## src/rtl/reaction_sequencer_pkg.sv

```systemverilog
// Shared types for the reaction timer sequencer: FSM states and the 14-bit ms type.
package reaction_pkg;

    localparam int MS_W = 14;

    typedef logic [MS_W-1:0] ms_t;

    typedef enum logic [1:0] {IDLE, DELAY, LAMP, DONE} state_t;

    // Foreperiod in ms for a given LFSR sample; parameters guarantee it fits in MS_W bits.
    function automatic ms_t calc_target(input int base_ms, input int step_ms, input logic [3:0] rnd);
        return ms_t'(base_ms + 32'(rnd) * step_ms);
    endfunction

endpackage

```

## src/rtl/reaction_sequencer_if.sv

```systemverilog
// Handshake/result bundle between the reaction sequencer and its surroundings.
interface reaction_sequencer_if;
    import reaction_pkg::*;

    logic start;
    logic btn;
    logic [3:0] rnd;
    logic lamp;
    logic busy;
    ms_t  time_ms;
    logic valid;
    logic false_start;
    logic timeout;

    modport master (
        output start, btn, rnd,
        input  lamp, busy, time_ms, valid, false_start, timeout
    );

    modport slave (
        input  start, btn, rnd,
        output lamp, busy, time_ms, valid, false_start, timeout
    );
endinterface

```

## src/rtl/reaction_sequencer_ms_prescaler.sv

```systemverilog
// Divides clk down to a one-cycle ms_tick; the count restarts from zero whenever clear is high.
module ms_prescaler #(
    parameter int TICKS_PER_MS = 50000
) (
    input  logic clk,
    input  logic reset_n,
    input  logic clear,
    input  logic en,
    output logic ms_tick
);
    localparam int PRE_W = (TICKS_PER_MS > 2) ? $clog2(TICKS_PER_MS) : 1;
    localparam logic [PRE_W-1:0] PRE_LAST = PRE_W'(TICKS_PER_MS - 1);

    logic [PRE_W-1:0] pre_reg;

    // Tick is taken from the registered count so ms_cnt advances on the same edge pre wraps.
    assign ms_tick = en && !clear && (pre_reg == PRE_LAST);

    always_ff @(posedge clk or negedge reset_n) begin
        if (!reset_n) begin
            pre_reg <= '0;
        end else if (clear) begin
            pre_reg <= '0;
        end else if (en) begin
            pre_reg <= ms_tick ? '0 : pre_reg + 1'b1;
        end
    end
endmodule

```

## src/rtl/reaction_sequencer.sv

```systemverilog
// Reaction timer sequencer: random foreperiod, lamp, reaction measurement, false start / timeout.
module reaction_sequencer
    import reaction_pkg::*;
#(
    parameter int TICKS_PER_MS = 50000,
    parameter int BASE_MS      = 1000,
    parameter int STEP_MS      = 250,
    parameter int MAX_MS       = 9999
) (
    input  logic clk,
    input  logic reset_n,
    reaction_sequencer_if.slave bus
);
    localparam ms_t MAX_T = ms_t'(MAX_MS);

    state_t state_reg;
    ms_t    ms_cnt_reg;
    ms_t    target_reg;
    ms_t    time_ms_reg;
    logic   lamp_reg;
    logic   busy_reg;
    logic   valid_reg;
    logic   false_start_reg;
    logic   timeout_reg;

    logic go_delay;
    logic go_lamp;
    logic clear;
    logic en;
    logic ms_tick;

    assign go_delay = bus.start && (state_reg == IDLE || state_reg == DONE);
    assign go_lamp  = (state_reg == DELAY) && !bus.btn && (ms_cnt_reg == target_reg);
    assign clear    = go_delay || go_lamp;
    assign en       = (state_reg == DELAY) || (state_reg == LAMP);

    ms_prescaler #(.TICKS_PER_MS(TICKS_PER_MS)) u_prescaler (
        .clk     (clk),
        .reset_n (reset_n),
        .clear   (clear),
        .en      (en),
        .ms_tick (ms_tick)
    );

    always_ff @(posedge clk or negedge reset_n) begin
        if (!reset_n) begin
            state_reg       <= IDLE;
            ms_cnt_reg      <= '0;
            target_reg      <= '0;
            time_ms_reg     <= '0;
            lamp_reg        <= 1'b0;
            busy_reg        <= 1'b0;
            valid_reg       <= 1'b0;
            false_start_reg <= 1'b0;
            timeout_reg     <= 1'b0;
        end else begin
            if (clear) begin
                ms_cnt_reg <= '0;
            end else if (ms_tick) begin
                ms_cnt_reg <= ms_cnt_reg + 1'b1;
            end

            case (state_reg)
                IDLE, DONE: begin
                    if (bus.start) begin
                        state_reg       <= DELAY;
                        target_reg      <= calc_target(BASE_MS, STEP_MS, bus.rnd);
                        busy_reg        <= 1'b1;
                        lamp_reg        <= 1'b0;
                        time_ms_reg     <= '0;
                        valid_reg       <= 1'b0;
                        false_start_reg <= 1'b0;
                        timeout_reg     <= 1'b0;
                    end
                end
                DELAY: begin
                    if (bus.btn) begin
                        state_reg       <= DONE;
                        busy_reg        <= 1'b0;
                        false_start_reg <= 1'b1;
                        time_ms_reg     <= '0;
                    end else if (ms_cnt_reg == target_reg) begin
                        state_reg <= LAMP;
                        lamp_reg  <= 1'b1;
                    end
                end
                LAMP: begin
                    // A press coinciding with the MAX_MS count still wins over the timeout.
                    if (bus.btn) begin
                        state_reg   <= DONE;
                        lamp_reg    <= 1'b0;
                        busy_reg    <= 1'b0;
                        valid_reg   <= 1'b1;
                        time_ms_reg <= ms_cnt_reg;
                    end else if (ms_cnt_reg == MAX_T) begin
                        state_reg   <= DONE;
                        lamp_reg    <= 1'b0;
                        busy_reg    <= 1'b0;
                        timeout_reg <= 1'b1;
                        time_ms_reg <= MAX_T;
                    end
                end
                default: state_reg <= IDLE;
            endcase
        end
    end

    assign bus.lamp        = lamp_reg;
    assign bus.busy        = busy_reg;
    assign bus.time_ms     = time_ms_reg;
    assign bus.valid       = valid_reg;
    assign bus.false_start = false_start_reg;
    assign bus.timeout     = timeout_reg;
endmodule

```

## src/flat_wrapper.sv

```systemverilog
// flat-port wrapper written by rule: the top's interface ports become plain ports
module reaction_sequencer_flat import reaction_pkg::*;
#(
    parameter int TICKS_PER_MS = 50000,
    parameter int BASE_MS      = 1000,
    parameter int STEP_MS      = 250,
    parameter int MAX_MS       = 9999
)
  (clk, reset_n, bus_start, bus_btn, bus_rnd, bus_lamp, bus_busy, bus_time_ms, bus_valid, bus_false_start, bus_timeout);
  reaction_sequencer_if bus_i ();
  input  logic clk;
  input  logic reset_n;
  input wire logic [$bits(bus_i.start)-1:0] bus_start;
  input wire logic [$bits(bus_i.btn)-1:0] bus_btn;
  input wire logic [$bits(bus_i.rnd)-1:0] bus_rnd;
  output wire logic [$bits(bus_i.lamp)-1:0] bus_lamp;
  output wire logic [$bits(bus_i.busy)-1:0] bus_busy;
  output wire logic [$bits(bus_i.time_ms)-1:0] bus_time_ms;
  output wire logic [$bits(bus_i.valid)-1:0] bus_valid;
  output wire logic [$bits(bus_i.false_start)-1:0] bus_false_start;
  output wire logic [$bits(bus_i.timeout)-1:0] bus_timeout;
  assign bus_i.start = bus_start;
  assign bus_i.btn = bus_btn;
  assign bus_i.rnd = bus_rnd;
  assign bus_lamp = bus_i.lamp;
  assign bus_busy = bus_i.busy;
  assign bus_time_ms = bus_i.time_ms;
  assign bus_valid = bus_i.valid;
  assign bus_false_start = bus_i.false_start;
  assign bus_timeout = bus_i.timeout;
  reaction_sequencer #(.TICKS_PER_MS(TICKS_PER_MS), .BASE_MS(BASE_MS), .STEP_MS(STEP_MS), .MAX_MS(MAX_MS)) u_core (.clk(clk), .reset_n(reset_n), .bus(bus_i));
endmodule
```

## config.mk

```make
export PLATFORM = sky130hd
export DESIGN_NAME = reaction_sequencer_flat
export DESIGN_NICKNAME = d
export VERILOG_FILES = /design/src/rtl/reaction_sequencer_pkg.sv /design/src/rtl/reaction_sequencer_if.sv /design/src/rtl/reaction_sequencer_ms_prescaler.sv /design/src/rtl/reaction_sequencer.sv /design/src/flat_wrapper.sv
export SDC_FILE = /design/constraint.sdc
export NUM_CORES = 1
export LEC_CHECK = 0
export ABC_CLOCK_PERIOD_IN_PS = 3200
export CORE_ASPECT_RATIO = 0.6
export CORE_UTILIZATION = 30
export CTS_CLUSTER_SIZE = 28
export DETAILED_ROUTE_END_ITERATION = 6
export HOLD_SLACK_MARGIN = 0.03
export PLACE_DENSITY = 0.48
export RECOVER_POWER = 50
export REMOVE_ABC_BUFFERS = 1
export SYNTH_ARGS = -nofsm -noshare
export SYNTH_HDL_FRONTEND = slang
export SYNTH_SLANG_ARGS = --single-unit
```

## constraint.sdc

```tcl
create_clock -name clk -period 3.2 [get_ports clk]
set_input_delay 0.48 -clock clk [delete_from_list [all_inputs] [get_ports clk]]
set_output_delay 0.48 -clock clk [all_outputs]
set_load 0.03 [all_outputs]
```

==> results of run 1 <==
==> Yosys cell counts, drive strengths merged, types with 2 or more instances <==
cell type   n
a21oi      25
and2        2
and3        4
buf         7
clkbuf     13
dfrtp      63
fa          7
ha         19
inv        18
mux2        4
mux2i       4
nand2      58
nand2b      2
nand3      12
nand3b      3
nand4       7
nand4b      2
nor2       27
nor2b       3
nor3        2
nor4        4
nor4b       3
o21ai      37
o31ai      12
or2         2
or3         6
or4        13
or4b        2
xnor2      26
xor2       14
==> where the power goes <==
part,switching (mW),total [mW],internal [mW]
Combinational,0.990,1.70,0.708
Sequential,0.116,1.09,0.977
Clock,0.357,0.980,0.624
Total,1.46,3.77,2.31
==> cells by family (layout without fill, tap and decap cells) <==
logic type | count (synthesis) | count (layout)
adder cells (fa/ha/maj) | 26 | 26
flip-flops | 63 | 63
multiplexers | 8 | 8
AO/OA/AOI/OAI | 87 | 87
AND/OR/NAND/NOR | 155 | 155
XOR/XNOR | 40 | 40
buffers and inverters | 38 | 102
==> through the flow <==
| stage | utilization (%) | worst slack, ps | setup TNS (ps) | std cells |
|---|---|---|---|---|
| 2_1_floorplan | - | -160.5 | -301.8 | 397 |
| 3_3_place_gp | 36.94 | -558.0 | -2913 | 627 |
| 3_5_place_dp | 36.94 | -687.7 | -3571 | 627 |
| 4_1_cts | 40.58 | 78.49 | 0 | 646 |
| 5_1_grt | 40.55 | 23.00 | 0 | 646 |
| 6_report | 40.55 | 124.6 | 0 | 646 |
==> final cells by class <==
type | instances | area [sq um]
repair buffers | 68 | 546.8
flip-flops and latches | 63 | 1577
clock inverters | 5 | 56.30
well taps | 165 | 206.4
multi-input cells | 316 | 2305
fillers | 1227 | 7333
clock buffers | 11 | 242.7
inverters | 18 | 67.56
==> per-layer routing <==
layer / up-vias / routed length, um / track usage [%]
li1: 1594 / - / -
met1: 1534 / 5448 / 25.15
met2: 58 / 3798 / 20.27
met3: 9 / 406 / 3.503
met4: 0 / 99 / 4.082
met5: - / 0 / 0
==> tightest hold or removal path, delay by kind of cell (launching register included) <==
kind / cells / cell delay (ps)
DFF: 1 / 330
AOI/OAI and AO/OA: 1 / 60
and+or+nand+nor: 1 / 50
==> worst paths after layout <==
kind	end	slack [ps]	cells after the start
max reg2reg	u_core.u_prescaler.pre_reg[9]$_DFFE_PN0P_	720	7
min reg2reg	u_core.bus.time_ms[1]$_DFFE_PN0P_	480	2
max	u_core.target_reg[10]$_DFFE_PN0P_	120	13
max in group asynchronous	u_core.bus.time_ms[13]$_DFFE_PN0P_	870	2
min in group asynchronous	u_core.u_prescaler.pre_reg[10]$_DFFE_PN0P_	740	1
min	u_core.bus.time_ms[1]$_DFFE_PN0P_	480	2
==> repair_timing <==
action                     in CTS  in global routing
setup buffers                   3                  0
setup endpoints to repair       6                  4
resized for setup              24                  8
pin swaps                       9                  8
==> impl_metrics.ini, run 1 <==
[setup_path]
r2r_start = u_core.ms_cnt_reg[3]$_DFFE_PN0P_
critical_path_class = in2reg
path_delay_family = adder cells
max_stage_delay_ps = 570
crit_buf_inv = 4
required_ps = 3390
crit_slowest_cell = fa_1
worstPathArrival_ps = 3260
crit_chain = clkbuf_2 > fa_1 > inv_2 > fa_1 > ha_4 > a21oi_4 > buf_4 > o221ai_4 > xnor2_2 > nor4_4 > buf_4 > xnor2_2 > o21ai_1
end_kind = flop
cp-start-kind = input pin
startpoint = bus_rnd[1]
path_max_fanout = 4

[logic_synthesis]
synth_flop_cell = dfrtp_1
yosys-top-cells-area = dfrtp_1, ha_1, xnor2_1
synth_top_area_share_pct = 40.58
syn_area_sq_um = 3885
synth_seq_area_share_pct = 40.58
yosysWarnings = 0
synth_adder_area_share_pct = 9.726
synth_compound_area_share_pct = 13.24
ys_types = 54
synth_xor_area_share_pct = 9.018
ys_ff_latch = 63
synth_top_family_by_area = simple AND/OR/NAND/NOR gates
muxShareOfSynthArea_pct = 2.190
synth_area_per_cell_sq_um = 9.316
synthSimpleGateAreaFrac_pct = 21.38
synth-edff-count = 0
synthArstFlopShare_pct = 100.0
synthCells = 417
synth_top_area_cell = dfrtp_1

[global_route]
grt_antenna_before_repair = 0
grt_overflow = 0
grt_pass1_wl_um = 16400
grt_max_degree = 37
grt_pass1_vias = 3128
grt_use_total_pct = 15.66

[die]
core_region_area_sq_um = 12330
die_w_um = 148.9
dieArea_sq_um = 13420
floorplan.initialDensity_pct = 31.50
num_io_pins = 27
fp-row-count = 31
fp.dieH_um = 90.15

[cts]
clock_sinks = 63
numCtsBuffers = 9
clockBufferDepth = 2
cts-root-buf = clkbuf_16
tritoncts = built
clk_latency_ps = 330
cts_max_level = 3
clk_pin_slew_worst_paths_ps = 60
cts_hold_buf = 0

[place]
gp_congestion = 0.7857
port_buffers = 26
hpwlAfterDp_um = 7195
postPlaceCellArea_sq_um = 4557

[layout]
fin_nets = 510
diodes = 0
layout_common_cells = dfrtp_1, nand2_1, buf_4
syn2layout_area_growth_pct = 28.73
largest_reg_flops = 16
final_common_cell = dfrtp_1
drive_gt1_share_pct = 18.30
fin_area_sq_um = 5001

[timing]
skew_ps = 6.093
finalCriticalPeriod_ps = 3075
drv_slew = 37
setup_viol = 0
period_share_pct = 96.10
fmax_ghz = 0.3252
rsz0062_at_grt = no
hold_viol = 0
holdWs_ps = 476.1
relSlewSlack_pct = -38.58
worst_pin_slew_ps = 2079

[power_and_ir_drop]
p_per_area_nw_per_um2 = 754.0
ir_drop_uv = 277.8
p_leak_nw = 2.111
power_mw = 3.771

[run_status]
status = finished with violations
violations = capacitance limit, slew limit

[detailed_routing]
drt_iter0_markers = 221
ant_nets = 0
routed_wl_um = 9752
num_vias = 3195
vias_per_cell = 4.946
drcViolationCount = 0
routedWlPerCell_um = 15.10
drt_pass1_iterations = 4

[min_path]
min_path_type = reg2reg
hp-start = u_core.bus.time_ms[1]$_DFFE_PN0P_

[job]
cap_viol_max_count = 1
Note: power is estimated with default switching activity, not from simulation.
==> inputs of run 2 (changes only) <==
Settings changed: HOLD_SLACK_MARGIN 0.03 to 0.15.
==> results of run 2 <==
Final layout, timing and power as in run 1 (identical DEF).
==> inputs of run 3 (changes only) <==
Settings changed: CORE_MARGIN from default to 8, DONT_BUFFER_PORTS from default to 1, PLACE_DENSITY 0.48 to 0.46.
==> run 3 against run 2 <==
The flow still finishes with violations (capacitance limit, slew limit). Clock power decreased by 8.8%. Final area decreased by 10%. Setup slack improved by 80 ps. Cell count decreased by 5.7%. Hold slack got worse by 130 ps. Register-to-register slack got worse by 60 ps. Critical path depth decreased by 2. Critical path type unchanged. Critical endpoint is now u_core.target_reg[11]$_DFFE_PN0P_. Highest routed layer unchanged.
==> impl_metrics.ini, run 3 (same netlist as run 1, synthesis figures left out) <==
[run_status]
status = finished with violations
violations = capacitance limit, slew limit

[layout]
final_common_cell = dfrtp_1
fin_area_sq_um = 4502
largest_reg_flops = 16
diodes = 0
layout_common_cells = dfrtp_1, nand2_1, xnor2_1
fin_nets = 468
syn2layout_area_growth_pct = 15.88
drive_gt1_share_pct = 12.76

[timing]
holdWs_ps = 342.6
fmax_ghz = 0.3338
worst_pin_slew_ps = 1621
relSlewSlack_pct = -8.061
hold_viol = 0
skew_ps = 7.667
setup_viol = 0
drv_slew = 64
finalCriticalPeriod_ps = 2995
period_share_pct = 93.61

[place]
postPlaceCellArea_sq_um = 4195
gp_congestion = 0.8040
hpwlAfterDp_um = 7096
port_buffers = 0

[detailed_routing]
drt_pass1_iterations = 4
routed_wl_um = 9559
routedWlPerCell_um = 15.70
num_vias = 3023
vias_per_cell = 4.964
ant_nets = 0
drcViolationCount = 0
drt_iter0_markers = 218

[cts]
numCtsBuffers = 9
cts-root-buf = clkbuf_16
clk_latency_ps = 330
clk_pin_slew_worst_paths_ps = 60
clock_sinks = 63
clockBufferDepth = 2
cts_max_level = 3
cts_setup_buffers = 0
tritoncts = built

[setup_path]
path_max_fanout = 6
required_ps = 3410
crit_chain = fa_1 > inv_1 > fa_1 > ha_1 > buf_4 > nand3_1 > a2111oi_2 > nor4b_1 > a41oi_1 > xor2_1 > o21ai_1
end_kind = flop
r2r_start = u_core.state_reg[0]$_DFFE_PN0P_
r2r_cells = 7
worstPathArrival_ps = 3210
critical_path_class = in2reg
r2r_end = u_core.u_prescaler.pre_reg[3]$_DFFE_PN0P_
cp-start-kind = input pin
critPathMostFrequentCell = fa_1
r2r_slack_ps = 660
crit_slowest_cell = fa_1
max_stage_delay_ps = 560

[die]
fp.dieH_um = 104.1
floorplan.initialDensity_pct = 30.51
num_io_pins = 27
dieArea_sq_um = 16970
die_w_um = 162.9
fp-row-count = 32
core_region_area_sq_um = 12730

[power_and_ir_drop]
p_comb_share_pct = 37.1
power_mw = 3.401
ir_drop_uv = 259.6
p_per_area_nw_per_um2 = 755.4
clkPwrFrac_pct = 26.3
p_leak_nw = 1.882
seqPwrFrac_pct = 36.6
swShare_pct = 40.99
p_int_mw = 2.007
switchingPower_mw = 1.394

[min_path]
min_to = u_core.bus.false_start$_DFFE_PN0P_
min_path_type = in2reg
whs_path_depth = 2
hp-start = bus_btn

[global_route]
grt_antenna_before_repair = 0
grt_max_degree = 64
grt_overflow = 0
grt_pass1_vias = 3094
grt_use_total_pct = 12.14
grt_pass1_wl_um = 16580

[job]
cap_viol_max_count = 1
-- run 3: what timing repair did --
item,in CTS,in global routing
hold buffers,2,0
endpoints found under the setup margin,0,3
endpoints found under the hold margin,63,0
gates resized for setup,0,4
-- run 3: layout make-up --
cell class | count | area [sq um]
clock buffers | 9 | 225.2
inverters | 18 | 67.56
multi-input cells | 316 | 2175
clock inverters | 7 | 50.05
flip-flops and latches | 63 | 1577
fillers | 1297 | 8230
well taps | 170 | 212.7
repair buffers | 26 | 195.2
-- run 3: power groups by stage --
| stage | sequential, mW | combinational (mW) | clock [mW] |
|---|---|---|---|
| final | 1.24 | 1.26 | 0.894 |
| after global routing | 1.28 | 1.45 | 0.968 |
| after CTS | 1.25 | 1.27 | 0.931 |
| after detailed placement | 1.26 | 1.24 | 0 |
| after global placement | 1.26 | 1.22 | 0 |
| after floorplan | 1.22 | 0.856 | 0 |
-- run 3: layer usage --
layer	track usage, %	vias up	wire length [um]
li1	-	1502	-
met1	18.77	1465	5243
met2	15.37	54	3681
met3	3.557	2	586
met4	3.716	0	48
met5	0	-	0
-- run 3: worst max-delay path: cells and delay by family --
kind	cells	cell delay, ps
adder cells (fa/ha/maj)	3	1360
buffers and inverters	2	240
AO/OA/AOI/OAI	3	660
AND/OR/NAND/NOR	2	310
XOR/XNOR	1	160
-- run 3: how the worst max path moves through the flow --
stage                     startpoint                           endpoint  slack (ps)  cells after the start
after floorplan           bus_rnd[1]  u_core.target_reg[10]$_DFFE_PN0P_        -160                     10
after global placement    bus_rnd[1]  u_core.target_reg[10]$_DFFE_PN0P_        -140                     10
after detailed placement  bus_rnd[1]  u_core.target_reg[10]$_DFFE_PN0P_        -210                     10
after CTS                 bus_rnd[1]  u_core.target_reg[10]$_DFFE_PN0P_         130                     10
after global routing      bus_rnd[1]  u_core.target_reg[11]$_DFFE_PN0P_         -30                     11
final                     bus_rnd[1]  u_core.target_reg[11]$_DFFE_PN0P_         200                     11
-- run 3: per-stage QoR --
step	worst slack (ps)	setup TNS, ps	utilization (%)	cells
2_1_floorplan	-160.5	-301.8	-	397
3_3_place_gp	-140.7	-235.7	32.95	591
3_5_place_dp	-209.0	-519.4	32.95	591
4_1_cts	133.9	0	35.41	609
5_1_grt	-34.29	-34.29	35.36	609
6_report	204.5	0	35.36	609
